### src/rtl/wb_arb2.sv
// wb_arb2: two-master to one-slave Wishbone arbiter with round-robin grant and whole-cycle ownership.
// Define ARB_TIMEOUT_EN to build the watchdog that terminates transfers the slave never acknowledges.
module wb_arb2 #(
    parameter int unsigned TIMEOUT  = 1023,
    parameter logic [31:0] ERR_DATA = 32'hDEADBEEF
) (
    input  logic        clk,
    input  logic        rst,
    input  logic [31:0] m0_adr_i,
    input  logic [31:0] m0_dat_i,
    output logic [31:0] m0_dat_o,
    input  logic [3:0]  m0_sel_i,
    input  logic        m0_we_i,
    input  logic        m0_cyc_i,
    input  logic        m0_stb_i,
    output logic        m0_ack_o,
    input  logic [31:0] m1_adr_i,
    input  logic [31:0] m1_dat_i,
    output logic [31:0] m1_dat_o,
    input  logic [3:0]  m1_sel_i,
    input  logic        m1_we_i,
    input  logic        m1_cyc_i,
    input  logic        m1_stb_i,
    output logic        m1_ack_o,
    output logic [31:0] s_adr_o,
    output logic [31:0] s_dat_o,
    output logic [3:0]  s_sel_o,
    output logic        s_we_o,
    output logic        s_cyc_o,
    output logic        s_stb_o,
    input  logic [31:0] s_dat_i,
    input  logic        s_ack_i,
    output logic [1:0]  grant_o,
    output logic        timeout_o
);

    typedef enum logic [1:0] {
        ST_IDLE = 2'd0,
        ST_G0   = 2'd1,
        ST_G1   = 2'd2
    } state_t;

    state_t     r_state;
    logic       r_last_grant;
    logic [1:0] r_grant;
    logic       w_release;
    logic       w_stb_raw;
    logic       w_wd_fire;

    // Owner drops cyc: the slave is handed back on this edge
    always_comb begin
        w_release = 1'b0;
        case (r_state)
            ST_G0:   w_release = ~m0_cyc_i;
            ST_G1:   w_release = ~m1_cyc_i;
            default: w_release = 1'b0;
        endcase
    end

    // Ownership FSM; ties go to the master that was not served last
    always_ff @(posedge clk or negedge rst) begin
        if (!rst) begin
            r_state      <= ST_IDLE;
            r_last_grant <= 1'b1;
            r_grant      <= 2'b00;
        end else begin
            case (r_state)
                ST_IDLE: begin
                    if (m0_cyc_i && (!m1_cyc_i || r_last_grant)) begin
                        r_state <= ST_G0;
                        r_grant <= 2'b01;
                    end else if (m1_cyc_i) begin
                        r_state <= ST_G1;
                        r_grant <= 2'b10;
                    end else begin
                        r_state <= ST_IDLE;
                        r_grant <= 2'b00;
                    end
                end
                ST_G0: begin
                    if (w_release) begin
                        r_state      <= ST_IDLE;
                        r_grant      <= 2'b00;
                        r_last_grant <= 1'b0;
                    end else begin
                        r_state <= ST_G0;
                        r_grant <= 2'b01;
                    end
                end
                ST_G1: begin
                    if (w_release) begin
                        r_state      <= ST_IDLE;
                        r_grant      <= 2'b00;
                        r_last_grant <= 1'b1;
                    end else begin
                        r_state <= ST_G1;
                        r_grant <= 2'b10;
                    end
                end
                default: begin
                    r_state <= ST_IDLE;
                    r_grant <= 2'b00;
                end
            endcase
        end
    end

    // Slave-side request mux from the current owner
    always_comb begin
        s_adr_o   = 32'h0000_0000;
        s_dat_o   = 32'h0000_0000;
        s_sel_o   = 4'h0;
        s_we_o    = 1'b0;
        w_stb_raw = 1'b0;
        case (r_state)
            ST_G0: begin
                s_adr_o   = m0_adr_i;
                s_dat_o   = m0_dat_i;
                s_sel_o   = m0_sel_i;
                s_we_o    = m0_we_i;
                w_stb_raw = m0_stb_i & m0_cyc_i;
            end
            ST_G1: begin
                s_adr_o   = m1_adr_i;
                s_dat_o   = m1_dat_i;
                s_sel_o   = m1_sel_i;
                s_we_o    = m1_we_i;
                w_stb_raw = m1_stb_i & m1_cyc_i;
            end
            default: begin
                w_stb_raw = 1'b0;
            end
        endcase
    end

    assign s_stb_o = w_stb_raw & ~w_wd_fire;
    assign s_cyc_o = |r_grant;
    assign grant_o = r_grant;

    // Return path; a watchdog termination substitutes the error word for slave data
    always_comb begin
        m0_ack_o = 1'b0;
        m1_ack_o = 1'b0;
        m0_dat_o = 32'h0000_0000;
        m1_dat_o = 32'h0000_0000;
        case (r_state)
            ST_G0: begin
                m0_ack_o = s_ack_i | w_wd_fire;
                m0_dat_o = w_wd_fire ? ERR_DATA : s_dat_i;
                m1_dat_o = s_dat_i;
            end
            ST_G1: begin
                m1_ack_o = s_ack_i | w_wd_fire;
                m1_dat_o = w_wd_fire ? ERR_DATA : s_dat_i;
                m0_dat_o = s_dat_i;
            end
            default: begin
                m0_ack_o = 1'b0;
            end
        endcase
    end

`ifdef ARB_TIMEOUT_EN
    localparam logic [15:0] LP_WD_LAST = 16'(TIMEOUT - 32'd1);

    logic [15:0] r_wd_cnt;
    logic        r_timeout;

    // Watchdog: counts unanswered strobe cycles, fires a one-cycle termination
    always_ff @(posedge clk or negedge rst) begin
        if (!rst) begin
            r_wd_cnt  <= 16'd0;
            r_timeout <= 1'b0;
        end else begin
            r_timeout <= 1'b0;
            if (r_state == ST_IDLE || w_release || s_ack_i) begin
                r_wd_cnt <= 16'd0;
            end else if (s_stb_o) begin
                if (r_wd_cnt == LP_WD_LAST) begin
                    r_wd_cnt  <= 16'd0;
                    r_timeout <= 1'b1;
                end else begin
                    r_wd_cnt <= r_wd_cnt + 16'd1;
                end
            end else begin
                r_wd_cnt <= r_wd_cnt;
            end
        end
    end

    assign w_wd_fire = r_timeout;
    assign timeout_o = r_timeout;
`else
    localparam logic [15:0] LP_UNUSED_TIMEOUT = 16'(TIMEOUT);

    assign w_wd_fire = 1'b0;
    assign timeout_o = 1'b0;
`endif

endmodule

### config.mk
export PLATFORM = sky130hd
export DESIGN_NAME = wb_arb2
export DESIGN_NICKNAME = d
export VERILOG_FILES = /design/src/rtl/wb_arb2.sv
export SDC_FILE = /design/constraint.sdc
export NUM_CORES = 1
export LEC_CHECK = 0
export BUFFER_PORTS_ARGS = -buffer_cell sky130_fd_sc_hd__buf_4
export CORE_AREA = 2 2 124 126
export DETAILED_ROUTE_END_ITERATION = 12
export DIE_AREA = 0 0 126 128
export GPL_TIMING_DRIVEN = 0
export HOLD_SLACK_MARGIN = 0.02
export PLACE_DENSITY = 0.43
export SLEW_MARGIN = 20
export SYNTH_ARGS = -nofsm -noshare
export SYNTH_HDL_FRONTEND = slang
export SYNTH_SLANG_ARGS = --single-unit
### constraint.sdc
create_clock -name clk -period 2 [get_ports clk]
set_clock_uncertainty 0.05 [all_clocks]
set_input_delay 0.2 -clock clk [delete_from_list [all_inputs] [get_ports clk]]
set_output_delay 0.2 -clock clk [all_outputs]
set_load 0.1 [all_outputs]
Yosys cells after proc, flatten, opt, wreduce, memory -nomap -nowiden
Index checks and enable logic that the tools add are counted.
{"block": "op_classes", "bitwise_logic": 4, "eq_ne": 4, "reduce_logical": 8, "mux": 17}
{"cell": "$pmux 32 s2", "count": 2}
{"cell": "$mux 32", "count": 1}
{"cell": "$pmux 1 s2", "count": 4}
{"cell": "$pmux 4 s2", "count": 1}
{"cell": "$mux 2", "count": 3}
{"cell": "$pmux 2 s3", "count": 1}
{"cell": "$mux 1", "count": 5}
{"cell": "$ne 2x2->1 const B", "count": 2}
{"cell": "$reduce_or 2->1", "count": 2}
{"cell": "$reduce_and 3->1", "count": 1}
{"cell": "$and 1x1->1", "count": 2}
{"cell": "$eq 2x1->1 const B", "count": 1}
{"cell": "$eq 2x2->1 const B", "count": 1}
{"cell": "$logic_not 2->1", "count": 1}
{"cell": "$not 1->1", "count": 2}
{"cell": "$reduce_bool 2->1", "count": 1}
{"cell": "$logic_and 1x1->1", "count": 1}
{"cell": "$logic_not 1->1", "count": 1}
{"cell": "$logic_or 1x1->1", "count": 1}
{"block": "word_totals", "elab_cells": 35, "inputBits": 177, "output_inout_bits": 140, "reg_bits": 3}

Longest topological paths before layout
{"block": "depth", "depth_word": 5, "mapped_depth": 6, "depth_no_buf": 5}

Worst setup path before layout
No wires, ideal clock.
{"block": "synth_path", "path_type": "register -> output", "start": "register, netlist name grant_o[0]", "end": "output port s_stb_o", "required_ns": 1.750, "path_slack_ns": -1.453, "n_path_buf": 1, "stages_incl_launch_ff": 6, "arrival_time_ns": 3.203, "cell_sequence": "dfrtp_1 > inv_1 > ha_1 > inv_2 > buf_2 > a21oi_1"}
{"element": "to (decl)", "line": "30", "text": "output logic s_stb_o,"}

==> out/results.tsv <==
stage	metric	value	unit
outcome	status	finished clean	
die	FP Rows	45	
grt	pin count of the biggest net entering global routing	11	
yosys	Mean Syn Cell Area	6.275	um^2
die	Die Wd	126	um
sta	fin crit share	99.29	%
clock_tree	Clock Latency Late Sink	0.22	ns
clock_tree	Clock Pin Slew Worst Setup and Hold Paths	0.03	ns
final_layout	Register Area	83.83	um^2
final_layout	leading cell type in the layout, fill and taps excluded	buf_4	
worst_setup_path	CP startpoint kind	flop	
placement	hpwl dp	10070	um
job	Max-Cap Viols	0	
yosys	Yosys cell types	20	
route	Final ANT Viol Nets	0	
hold_path	HP Class	primary input to flop	
die	Die Area	16130	um^2
final_layout	Design Area, Final	7166	um^2
sta	Min Clock Period, post-route	1.986	ns
die	core area	14860	um^2
final_layout	layout cells sized above 1	92.65	%
grt	gr ovfl total	0	
grt	vias in the first global route	3332	
yosys	post-synthesis cell count	261	
sta	max-slew violation count	0	
yosys	Synth Net Count	442	
final_layout	final-layout fill cell count	1336	
final_layout	multi-input logic area	2028	um^2
placement	placed cells	764	
grt	first-pass GRT wire length	18150	um
grt	Tot GR Track Use	14.08	%
route	WL per Instance	16.17	um
die	Initial Utilization	11.02	%
route	DRC	0	
yosys	Cell Area, Synth	1638	um^2
die	die height	128	um
final_layout	commonest cells after routing, fill and taps aside	buf_4 (199), buf_12 (123), nor2_4 (69)	
grt	initial antenna violation count	0	
clock_tree	clock root buffer	clkbuf_16	
sta	RSZ-0062 raised after global routing	true	
placement	Setup WS pre-CTS	-0.06409	ns
route	Via density	4.159	
sta	FMAX	0.5036	GHz
clock_tree	CTS tree	yes	
clock_tree	CTS H-tree lvls	1	
route	First-pass DRT Iterations	4	
worst_setup_path	WS Path Type	flop to primary output	
yosys	Synth area leaders	a22oi_1 (32%), buf_4 (18%), nor2_1 (16%)	
clock_tree	clock buffer depth	2	
final_layout	Core Util, Final	48.21	%
yosys	Yosys reg bits	3	
yosys	Synth area leader	a22oi_1	
worst_setup_path	Worst EP required	1.75	ns
placement	Final GP Congestion	0.8414	
worst_setup_path	CP Max Fanout	10	
yosys	Seq/Total Area, Yosys	4.660	%
sta	Final Hold Viols	0	
placement	placed instance area	5300	um^2
yosys	YS warnings	0	
die	Ports	317	
sta	final worst-path setup slack	0.01423	ns
placement	port buffer count	315	
route	wirelength, routed	12500	um
clock_tree	clk sinks	3	
final_layout	P&R area growth vs syn	337.5	%
worst_setup_path	crit end category	primary output	
clock_tree	Num CTS Buffers	3	
sta	Final setup viols	0	
route	detailed-route via count	3215	
final_layout	Finished Layout Cells	773	
final_layout	final net count	767	
final_layout	n_diodes	0	
yosys	top cell type's share of synthesized area	31.63	%
worst_setup_path	Critical Path AT	1.74	ns
route	First DRT Iteration DRCs	64	
## critical path: stages (launching register included)
cell,delay [ns]
dfrtp_4,0.50
ha_4,0.19
buf_12,0.15
buf_8,0.14
a22oi_1,0.27
nor2_4,0.08
buf_12,0.17
## cell type report
type                            instances  area share [%]
Multi-Input combinational cell        195           28.30
Tap cell                              188           3.283
Clock buffer                            4           1.100
Timing Repair Buffer                  320           50.62
Inverter                                4          0.3841
Sequential cell                         3           1.170
Buffer                                 59           15.14
## cell families (layout without fill, tap and decap cells)
logic type / Yosys count / after routing / synth area share, %
AND/OR/NAND/NOR: 114 / 114 / 32.31
other: 1 / 1 / 0.2290
adder cells (fa/ha/maj): 4 / 4 / 3.056
buffers and inverters: 63 / 387 / 25.52
flip-flops: 3 / 3 / 4.660
AO/OA/AOI/OAI: 76 / 76 / 34.23
## routing by layer
metal  wire length [um]  vias to the layer above  share of wire [%]  track usage, %
met5                  0                        -                  0               0
met4                239                        0                1.9           4.331
met3                943                       15                7.5           2.922
met2               7059                      178                 56           27.39
met1               4258                     1493                 34           15.17
li1                   -                     1529                  -               -
## through the flow
step           hold WS, ns  setup TNS (ns)
2_1_floorplan      -0.1456          -4.217
3_5_place_dp      -0.05399         -0.5871
5_1_grt             0.2780         -0.5056
6_report            0.2582               0
3_3_place_gp      -0.05640        -0.03700
4_1_cts             0.2516          -1.046
## timing repair
action / in CTS / in global routing
gates cloned: 1 / 0
pin swaps: 1 / 11
gates resized for setup: 271 / 150
endpoints found under the hold margin: 3 / 0
setup buffers: 3 / 0
hold buffers: 1 / 0
setup endpoints to repair: 101 / 131
## state kept, by name (all words and copies together), names as in the netlist
signal	count
grant_o	2
r_last_grant	1
## worst paths after layout
check	from	end	slack (ns)	depth (start not counted)
min reg2reg	r_last_grant	r_last_grant	0.53	1
min	m1_cyc_i	grant_o[1]	0.26	3
max reg2reg	grant_o[0]	grant_o[1]	0.39	8
min in group asynchronous	rst	grant_o[1]	0.32	2
max in group asynchronous	rst	r_last_grant	1.40	2
max	grant_o[0]	s_adr_o[7]	0.01	6
## synthesized netlist by cell type
cell type	number
o22ai_1	1
buf_2	13
conb_1	1
and2_1	34
clkbuf_1	4
ha_1	4
inv_2	1
buf_4	40
inv_1	3
nand2_1	2
o21ba_2	1
a21oi_1	4
a31oi_1	1
dfstp_2	1
buf_6	2
nor2_1	69
nand2b_1	4
nand3_1	5
a22oi_1	69
dfrtp_1	2
Power is not shown: default switching activity piles up to over one toggle a cycle in this logic, so the estimate is an artifact.
